<file path="src/rtl/fetch_controller_pkg.sv">
// Shared types and constants for the fetch controller and its instruction buffer.
package fetch_controller_pkg;

    localparam int XLEN        = 64;
    localparam int ILEN        = 32;
    localparam int INSTR_BYTES = 4;

    typedef enum logic [1:0] {
        IDLE  = 2'd0,
        REQ   = 2'd1,
        WAIT  = 2'd2,
        DRAIN = 2'd3
    } fetch_state_t;

    typedef struct packed {
        logic [XLEN-1:0] pc;
        logic [ILEN-1:0] instr;
    } fetch_entry_t;

    // Clears the byte-offset bits so every fetch address is instruction-aligned.
    function automatic logic [XLEN-1:0] align_pc(input logic [XLEN-1:0] pc);
        return pc & ~XLEN'(INSTR_BYTES - 1);
    endfunction

endpackage

</file>
<file path="src/rtl/fetch_buffer.sv">
// Two-entry instruction FIFO with single-cycle flush; head entry is always visible.
module fetch_buffer
    import fetch_controller_pkg::*;
(
    input  logic         clk,
    input  logic         reset,
    input  logic         flush,
    input  logic         push,
    input  fetch_entry_t push_data,
    input  logic         pop,
    output fetch_entry_t head,
    output logic [1:0]   count
);

    fetch_entry_t entries [2];
    logic         rd_ptr;
    logic         wr_ptr;

    // NOTE: sequential state uses non-blocking assignments so every flop samples pre-edge values.
    always_ff @(posedge clk or posedge reset) begin
        if (reset) begin
            // NOTE: storage is only two entries, so it is reset to give out_pc/out_instr a defined zero.
            entries[0] <= '0;
            entries[1] <= '0;
            rd_ptr     <= 1'b0;
            wr_ptr     <= 1'b0;
            count      <= 2'd0;
        end else if (flush) begin
            rd_ptr <= 1'b0;
            wr_ptr <= 1'b0;
            count  <= 2'd0;
        end else begin
            if (push) begin
                entries[wr_ptr] <= push_data;
                wr_ptr          <= ~wr_ptr;
            end
            if (pop) begin
                rd_ptr <= ~rd_ptr;
            end
            count <= count + {1'b0, push} - {1'b0, pop};
        end
    end

    assign head = entries[rd_ptr];

endmodule

</file>
<file path="src/rtl/fetch_controller.sv">
// Instruction fetch controller: request FSM, PC sequencing and redirect handling.
// Defining FETCH_CTRL_PERF_EN adds a retired-fetch counter on fetch_count.
module fetch_controller
    import fetch_controller_pkg::*;
#(
    parameter logic [XLEN-1:0] RESET_PC  = 64'h0,
    parameter int              BUF_DEPTH = 2
) (
    input  logic            clk,
    input  logic            reset,
    input  logic            fetch_en,
    input  logic            redirect_valid,
    input  logic [XLEN-1:0] redirect_pc,
    output logic            mem_req_valid,
    output logic [XLEN-1:0] mem_req_addr,
    input  logic            mem_req_ready,
    input  logic            mem_rsp_valid,
    input  logic [ILEN-1:0] mem_rsp_data,
    output logic            out_valid,
    input  logic            out_ready,
    output logic [XLEN-1:0] out_pc,
    output logic [ILEN-1:0] out_instr,
    output logic [31:0]     fetch_count
);

    localparam logic [1:0] DEPTH = 2'(BUF_DEPTH);

    fetch_state_t    state, state_next;
    logic [XLEN-1:0] fetch_pc, fetch_pc_next;
    logic [XLEN-1:0] req_pc, req_pc_next;
    logic [XLEN-1:0] redirect_target;
    logic            push, pop, flush;
    logic [1:0]      count, count_after;
    logic            resume;
    fetch_entry_t    head;

    assign redirect_target = align_pc(redirect_pc);
    assign flush           = redirect_valid;
    // A response arriving with a redirect belongs to the old path and is dropped.
    assign push            = (state == WAIT) && mem_rsp_valid && !redirect_valid;
    assign out_valid       = (count != 2'd0) && !redirect_valid;
    assign pop             = out_valid && out_ready;
    assign count_after     = flush ? 2'd0 : count + {1'b0, push} - {1'b0, pop};
    assign resume          = fetch_en && (count_after < DEPTH);

    assign mem_req_valid = (state == REQ);
    assign mem_req_addr  = (state == REQ) ? fetch_pc : '0;
    assign out_pc        = head.pc;
    assign out_instr     = head.instr;

    fetch_buffer u_buffer (
        .clk       (clk),
        .reset     (reset),
        .flush     (flush),
        .push      (push),
        .push_data ({req_pc, mem_rsp_data}),
        .pop       (pop),
        .head      (head),
        .count     (count)
    );

    always_ff @(posedge clk or posedge reset) begin
        if (reset) begin
            state    <= IDLE;
            fetch_pc <= align_pc(RESET_PC);
            req_pc   <= '0;
        end else begin
            state    <= state_next;
            fetch_pc <= fetch_pc_next;
            req_pc   <= req_pc_next;
        end
    end

    always_comb begin
        // NOTE: every output of this block gets a default first so no path infers a latch.
        state_next    = state;
        fetch_pc_next = redirect_valid ? redirect_target : fetch_pc;
        req_pc_next   = req_pc;
        unique case (state)
            IDLE: begin
                if (fetch_en && (count < DEPTH)) state_next = REQ;
            end
            REQ: begin
                if (redirect_valid) begin
                    // A request accepted in the redirect cycle still owes a response.
                    if (mem_req_ready)  state_next = DRAIN;
                    else if (!fetch_en) state_next = IDLE;
                end else if (mem_req_ready) begin
                    req_pc_next   = fetch_pc;
                    fetch_pc_next = fetch_pc + XLEN'(INSTR_BYTES);
                    state_next    = WAIT;
                end
            end
            WAIT: begin
                if (mem_rsp_valid)       state_next = resume ? REQ : IDLE;
                else if (redirect_valid) state_next = DRAIN;
            end
            DRAIN: begin
                if (mem_rsp_valid) state_next = resume ? REQ : IDLE;
            end
            default: state_next = IDLE;
        endcase
    end

`ifdef FETCH_CTRL_PERF_EN
    always_ff @(posedge clk or posedge reset) begin
        if (reset)    fetch_count <= '0;
        else if (pop) fetch_count <= fetch_count + 32'd1;
    end
`else
    assign fetch_count = '0;
`endif

endmodule

</file>
<file path="config.mk">
export PLATFORM = sky130hd
export DESIGN_NAME = fetch_controller
export DESIGN_NICKNAME = d
export VERILOG_FILES = /design/src/rtl/fetch_controller_pkg.sv /design/src/rtl/fetch_buffer.sv /design/src/rtl/fetch_controller.sv
export SDC_FILE = /design/constraint.sdc
export NUM_CORES = 1
export LEC_CHECK = 0
export BUFFER_PORTS_ARGS = -buffer_cell sky130_fd_sc_hd__buf_2
export CORE_MARGIN = 2
export CORE_UTILIZATION = 60
export CTS_CLUSTER_SIZE = 10
export DETAILED_ROUTE_END_ITERATION = 7
export PLACE_DENSITY = 0.86
export SYNTH_ARGS = -nofsm -noshare
export SYNTH_HDL_FRONTEND = slang
export SYNTH_SLANG_ARGS = --single-unit
</file>
<file path="constraint.sdc">
create_clock -name clk -period 23.3 [get_ports clk]
set_clock_uncertainty 0.2 [all_clocks]
set_input_delay 4.66 -clock clk [delete_from_list [all_inputs] [get_ports clk]]
set_output_delay 4.66 -clock clk [all_outputs]
set_load 0.02 [all_outputs]
</file>
== After elaboration in Yosys (flattened, before gate mapping) ==
Index checks and enable logic that the tools add are counted.
Cells by class
  reduce and logical (&&, ||, !) cells: 15
  equal/unequal tests: 8
  $add $sub $neg: 3
  multiplexer cells: 26
  order comparisons: 5
  bitwise operators: 5
Operators with widths (number)
  2-to-1 mux 96 bit: 4
  2-to-1 mux 64 bit: 5
  bitwise mux 192 bit: 1
  demux 96 bit (select 1 bit): 1
  adder 64 x 3 -> 64 bit (second input constant): 1
  2-to-1 mux 2 bit: 9
  case mux 2 bit (4 select lines): 1
  logical AND 1 bit: 7
  != test 3 x 2 -> 1 bit (second input constant): 2
  nonzero test 2 bit: 3
  2-to-1 mux 1 bit: 5
  AND reduction 5 bit: 1
  == test 2 bit (second input constant): 2
  >= comparator 2 bit (second input constant): 2
  < comparator 2 bit (second input constant): 2
  != test 2 bit (second input constant): 2
  inverter 1 -> 2 bit: 2
  != test 3 bit (second input constant): 1
  inverter 1 bit: 3
  AND reduction 3 bit: 1
  adder 2 x 1 -> 2 bit: 1
  == test 2 x 1 -> 1 bit (second input constant): 1
  zero test 2 bit: 1
  < comparator 2 x 1 -> 1 bit (second input constant): 1
  other kinds (3): 3
Word-level totals
  register bits: 326
  output and inout bits: 194
  word-level logic and storage cells: 72
  input port bits: 103

== Depth between registers and ports, before layout ==
Gate-level depths: netlist of the first run.
  depth in word-level cells: 11
  mapped depth: 11

== Cells and area by module ==
From an unflattened synthesis of the first run, not the netlist that was laid out.
Unflattened totals
  cells, all modules: 1245
  area total of the unflattened synthesis: 15506.1 um^2
Modules (own cells, without submodules)
  fetch_buffer: cells each 529, area each 8433.1 um^2, sequential area each 4904.7 um^2, instances 1
  fetch_controller: cells each 716, area each 7073.0 um^2, sequential area each 3253.1 um^2, instances 1

== Worst setup path after synthesis of the first run ==
No wires, ideal clock.
  kind: in2out
  start: in redirect_valid
  end: out out_valid
  data required time: 18.440 ns
  path buffers: 1
  setup slack: 13.278 ns
  arrival time: 5.162 ns
  stages on the path: 2
  cells stage by stage: clkbuf_1 nor2_1
On the way
  word-level cells in the longest chain between the ends: 2
RTL lines
  start, declared: line fetch_controller.sv:12  | input logic redirect_valid,
  zero test 1 bit: line fetch_controller.sv:41  | assign out_valid = (count != 2'd0) && !redirect_valid;
  logical AND 1 bit: line fetch_controller.sv:41
  end, declared: line fetch_controller.sv:19  | output logic out_valid,
Every way passes these cells.

== Final worst setup path of the first run ==
Same ends and word-level chain as after synthesis.

==> metrics.csv, run 1 <==
metric,value,unit
vias in the first global route,10928,
cell family with most CP delay,buffers and inverters,
WL per Instance,20.2,um
Die Span Y,164,um
WHS Endpoint,u_buffer.entries[21],
Syn Area/Cell,12.4,um^2
"antenna viol nets, final",0,
relative slew slack,26.5,%
"FF+latch count, synth",326,
setup tns final,0,ns
top post-synthesis cells by count,"mux2_2 (354), dfrtp_1 (326), nand2_1 (72)",
clk buf depth,3,
Worst Setup End Kind,primary output,
"critical path fanouts, max",49,
Worst path max stage delay,0.36,ns
Inserted Clock Buffers,39,
ranking of synthesized cells by area,"dfrtp_1 (53%), mux2_2 (26%), and2_1 (2.9%)",
Die ar.,27000,um^2
"Cell Area, Synth",15400,um^2
TritonCTS Sinks,326,
# resized after CTS,0,
"Primary FF master, synth",dfrtp_1,
Worst EP required,18.44,ns
"Worst Path Class, Setup",primary input to primary output,
hold crit path type,register to register,
min-delay src,u_buffer.entries[21],
status,completed,
most frequent cell after synthesis,mux2_2,
R2R depth,5,
DRT iter0 DRCs,744,
Std-Cell Core Area,25300,um^2
site row count,58,
first-pass GRT wire length,57500,um
fin cells,1826,
"Reg clk slew, reported paths",0.05,ns
Syn. warnings,0,
RSZ-0062 raised after global routing,false,
Post-synth ARST share,100,%
port bufs,262,
half-perimeter wire length after placement,24400,um
vias per cell,5.87,
DP Cell Count,1772,
fin crit share,43.8,%
Final Net Count,1589,
post-route core utilization,71.1,%
GPL Wtd Cong,0.826,
Overflow after GRT,0,
critical path's slowest cell,buf_4,
reg2reg end,fetch_pc[56],
gr usage total,27.2,%
final setup vio count,0,
Fmax,98.0,MHz
number of remaining DRC errors,0,
Max-Cap Viols,0,
postcts setup bufs,0,
initial core utilization,61.1,%
number of fill cells,1784,
sequential share of the synthesized area,52.8,%
Area Overhead vs Synth,16.4,%
CTS tree,yes,
# hold bufs at CTS,0,
clock period minus worst slack,10.20,ns
R2R Setup Slk,20.37,ns
worst path bufs/invs,2,
Max VDD drop,0.0000775,V
worst-skew pair later-pin latency,0.51,ns
P per Cell Area,114,nW/um^2
pre-CTS WS,13.10,ns
crit path DAT,5.34,ns
number of antenna violations at the first check in global routing,5,
Post-synth EDFFs,0,
RR Startpoint,state[1],
largest net degree at the start of global routing,91,
clock root buffer,clkbuf_16,
Startpoint Class,primary input,
Yosys cell types,49,
Post-Route WL,36900,um
Slew @ Worst Pin,1.10,ns
final worst slack,13.10,ns
DR vias,10714,
I/O pin total,297,
leak pwr,8.56,nW
share of layout cells above drive strength 1,46.4,%
Die Span X,164,um
area fraction of the dominant cell type after synthesis,52.8,%
Pins Over Slew Limit,0,
largest area contributor in the netlist,dfrtp_1,
H-tree depth,2,
Hold Fails Final Rpt,0,
Mapped Cells,1242,
worst-path cell chain,buf_4 -> nor2_1 -> buf_2,
Hold Crit Depth,1,
First-pass DRT Iterations,4,
## worst max path at each step
stage,start,cells after the start,slack (ns),endpoint
final,redirect_valid,3,13.10,out_valid
after global routing,redirect_valid,3,13.03,out_valid
after CTS,redirect_valid,3,13.10,out_valid
after detailed placement,redirect_valid,3,13.10,out_valid
after global placement,redirect_valid,3,13.11,out_valid
after floorplan,reset,1,9.41,fetch_pc[0]
## cells in the final DEF (no fill, tap or decap), types with 4 or more instances in the layout
cell type,Yosys,routed
diode_2,0,5
buf_2,15,261
inv_1,10,9
clkbuf_1,45,6
o21ai_1,4,4
buf_4,33,12
nor4_1,10,10
nand2_1,72,71
nand3_1,21,21
nor2_1,34,33
o21ai_0,49,49
nand4_1,31,31
clkbuf_16,0,41
nor2b_1,5,4
nor3_1,13,12
xnor2_1,23,23
a31oi_1,14,14
o31ai_1,5,5
and2_1,71,71
and4_1,9,9
conb_1,1,32
nor4_2,7,7
and3_1,10,10
mux2_2,354,354
or3_1,8,8
dfrtp_1,326,325
or4_1,7,7
xor2_1,24,24
## power by group
group          internal, W  leakage (nW)  total (W)  switching (W)
Combinational     0.000310          3.87   0.000660       0.000350
Sequential        0.000740          4.16   0.000860       0.000120
Clock             0.000323         0.527   0.000535       0.000212
## per-layer routing
| metal | track usage [%] | vias up | share of wire, % |
|---|---|---|---|
| met5 | 0 | - | 0 |
| li1 | - | 4821 | - |
| met3 | 4.09 | 81 | 5.8 |
| met4 | 10.4 | 0 | 3.0 |
| met2 | 45.2 | 385 | 48 |
| met1 | 36.5 | 5427 | 43 |
## cells by family (layout without fill, tap and decap cells)
logic type      after synthesis  in the layout  share of synthesized area, %
other cells                   1             37                        0.0243
xor+xnor                     47             47                          2.67
compound gates               80             80                          2.93
buf+inv                     115            333                          3.74
fa+ha+maj                     3              3                         0.243
flops                       326            326                          52.8
mux                         356            356                          26.0
simple gates                314            314                          11.6
## stage by stage
step / total power, W / hold slack [ns] / cell area [um^2]
final: 0.00206 / 0.299 / 18000
after global routing: 0.00216 / 0.308 / 18000
after CTS: 0.00207 / 0.300 / 18000
after detailed placement: 0.00153 / 0.287 / 16900
after global placement: 0.00149 / 0.281 / 16900
after floorplan: 0.00131 / 0.272 / 15600
## registers in the layout, summed over array words and instances (netlist names)
register	count
state	2
u_buffer.entries	192
fetch_pc	64
u_buffer.wr_ptr	1
req_pc	64
u_buffer.rd_ptr	1
u_buffer.count	2
## layout make-up
class | count | area, um^2 | area share, %
clock inverter | 2 | 37.5 | 0.209
tap | 330 | 413 | 2.30
timing repair buffer | 273 | 1400 | 7.77
inverter | 11 | 48.8 | 0.272
multi-input combinational | 832 | 6850 | 38.1
antenna | 5 | 12.5 | 0.0696
clock buffer | 47 | 1050 | 5.84
sequential | 326 | 8160 | 45.4
No activity file was read; power rests on OpenSTA's default activity.
==> inputs of run 2 (changes only) <==
--- a/config.mk
+++ b/config.mk
@@ -7,10 +7,10 @@
 export LEC_CHECK = 0
 export BUFFER_PORTS_ARGS = -buffer_cell sky130_fd_sc_hd__buf_2
 export CORE_MARGIN = 2
-export CORE_UTILIZATION = 60
+export CORE_UTILIZATION = 56
 export CTS_CLUSTER_SIZE = 10
 export DETAILED_ROUTE_END_ITERATION = 7
-export PLACE_DENSITY = 0.86
+export PLACE_DENSITY = 0.81
 export SYNTH_ARGS = -nofsm -noshare
 export SYNTH_HDL_FRONTEND = slang
 export SYNTH_SLANG_ARGS = --single-unit
==> constraint.sdc (replaced) <==
create_clock -name clk -period 10.7 [get_ports clk]
set_clock_uncertainty 0.2 [all_clocks]
set_input_delay 2.14 -clock clk [delete_from_list [all_inputs] [get_ports clk]]
set_output_delay 2.14 -clock clk [all_outputs]
set_load 0.02 [all_outputs]
==> run 2 against run 1 <==
  * Sequential power increased by 120%
  * Final cell count increased by 0.33%
  * First-iteration DRC count increased by 0.54%
  * Final area decreased by 0.24%
  * Worst hold slack got worse by 0.0024 ns
  * Core utilization decreased by 4.8 points
  * Sequential cell count unchanged
==> metrics.csv, run 2 (synthesized netlist as in run 1, its figures left out) <==
metric,value,unit,change
relative slew slack,33.2,%,+6.7 points
postcts setup bufs,0,,unchanged
site row count,60,,+3.4%
Overflow after GRT,0,,unchanged
"critical path fanouts, max",58,,+18%
setup tns final,0,ns,unchanged
Setup crit end,out_valid,,
RR Startpoint,state[1],,
status,completed,,
clock period minus worst slack,5.30,ns,
largest net degree at the start of global routing,182,,+100%
Max VDD drop,0.000179,V,+130%
gr usage total,25.6,%,-1.6 points
leak pwr,8.54,nW,-0.24%
Die ar.,28900,um^2,+7.0%
"antenna viol nets, final",0,,unchanged
R2R Setup Slk,7.75,ns,-12.62 ns
worst-skew pair later-pin latency,0.51,ns,about the same
final setup vio count,0,,unchanged
Area after DPL,16900,um^2,+0.16%
fin crit share,49.5,%,
"Worst Path Class, Setup",primary input to primary output,,
initial core utilization,57.1,%,-4.0 points
max reg flops,192,,unchanged
Final Instance Area,17900,um^2,-0.24%
Slew @ Worst Pin,1.00,ns,-0.0998 ns
number of remaining DRC errors,0,,unchanged
# resized after CTS,0,,unchanged
"commonest non-fill, non-tap cell in the layout",mux2_2,,
Hold Fails Final Rpt,0,,unchanged
hold crit path type,register to register,,
largest registers,"u_buffer.entries: 192 flops, fetch_pc: 64 flops, req_pc: 64 flops",,
Fmax,189,MHz,
first-pass GRT wire length,58100,um,+0.98%
P per Cell Area,247,nW/um^2,+120%
Biggest register,u_buffer.entries,,
clk buf depth,3,,unchanged
Worst EP required,8.36,ns,-10.08 ns
DR vias,10530,,-1.7%
WL per Instance,20.1,um,-0.62%
number of antenna violations at the first check in global routing,2,,-3
Pins Over Slew Limit,0,,unchanged
R2R depth,5,,unchanged
# hold bufs at CTS,0,,unchanged
vias in the first global route,10849,,-0.72%
half-perimeter wire length after placement,24200,um,-0.71%
Post-Route WL,36800,um,-0.30%
pre-CTS WS,5.30,ns,-7.80 ns
most frequent cells in the layout,"mux2_2 (354), dfrtp_1 (325), buf_2 (262)",,
Inserted Clock Buffers,39,,unchanged
"Reg clk slew, reported paths",0.05,ns,about the same
share of layout cells above drive strength 1,46.5,%,+0.13 points
RSZ-0062 raised after global routing,false,,
clock root buffer,clkbuf_16,,
First-pass DRT Iterations,5,,+1
Startpoint Class,primary input,,
Worst Setup End Kind,primary output,,
reg2reg end,u_buffer.entries[18],,
port bufs,262,,unchanged
CP Launch Point,redirect_valid,,
DRT iter0 DRCs,748,,+0.54%
TritonCTS Sinks,326,,unchanged
final worst slack,5.40,ns,-7.69 ns
CTS tree,yes,,
GPL Wtd Cong,0.809,,-2.0%
H-tree depth,2,,unchanged
Final Net Count,1590,,+0.063%
Area Overhead vs Synth,16.1,%,
Max-Cap Viols,0,,unchanged
crit path DAT,2.96,ns,-2.38 ns
Die Span X,170,um,+3.4%
vias per cell,5.75,,-2.0%
Std-Cell Core Area,27000,um^2,+7.0%
Die Span Y,170,um,+3.4%
I/O pin total,297,,unchanged
==> run 2: changes by cell type in the layout (fill, tap and decap cells not counted), sizes merged <==
cell / delta
clkbuf: -4
diode: -3
clkinv: +2
buf: +1
bufinv: -1
==> run 2: worst min path at each step <==
| stage | cells past startpoint | startpoint | end | slack (ns) |
|---|---|---|---|---|
| after floorplan | 1 | fetch_pc[0] | fetch_pc[0] | 0.27 |
| after global placement | 1 | u_buffer.entries[25] | u_buffer.entries[25] | 0.28 |
| after detailed placement | 1 | u_buffer.entries[27] | u_buffer.entries[27] | 0.29 |
| after CTS | 1 | u_buffer.entries[48] | u_buffer.entries[48] | 0.30 |
| after global routing | 1 | u_buffer.entries[23] | u_buffer.entries[23] | 0.31 |
| final | 1 | u_buffer.entries[75] | u_buffer.entries[75] | 0.30 |
==> run 2: final cells by class <==
type                       instances  area, um^2
clock buffer                      43        1000
inverter                          11        45.0
tap                              341         427
timing repair buffer             274        1410
sequential                       326        8160
fill                            2027        9100
multi-input combinational        832        6850
antenna                            2        5.00
clock inverter                     3        22.5
==> run 2: power by group <==
part	total, W	internal (W)	switching, W
sequential	0.00187	0.00161	0.000260
clock	0.00112	0.000655	0.000465
combinational	0.00143	0.000676	0.000754
==> run 2: metal layers <==
layer | global-route usage, % | wire length [um] | up-vias
li1 | - | - | 4795
met5 | 0 | 0 | -
met1 | 34.6 | 15800 | 5317
met4 | 8.32 | 887 | 0
met3 | 4.16 | 2200 | 63
met2 | 42.5 | 18000 | 355
==> run 2: stage by stage <==
| step | hold WS (ns) | util [%] | total power (W) | std cells |
|---|---|---|---|---|
| 2_1_floorplan | 0.272 | - | 0.00286 | 1273 |
| 3_3_place_gp | 0.281 | 62.5 | 0.00325 | 1784 |
| 3_5_place_dp | 0.287 | 62.5 | 0.00332 | 1784 |
| 4_1_cts | 0.299 | 66.3 | 0.00446 | 1830 |
| 5_1_grt | 0.312 | 66.3 | 0.00466 | 1832 |
| 6_report | 0.296 | 66.3 | 0.00442 | 1832 |
==> run 2: worst max-delay path, stage by stage <==
cell and delay, ns:
buf_2 0.07, buf_4 0.42, nor2_1 0.13, buf_2 0.19
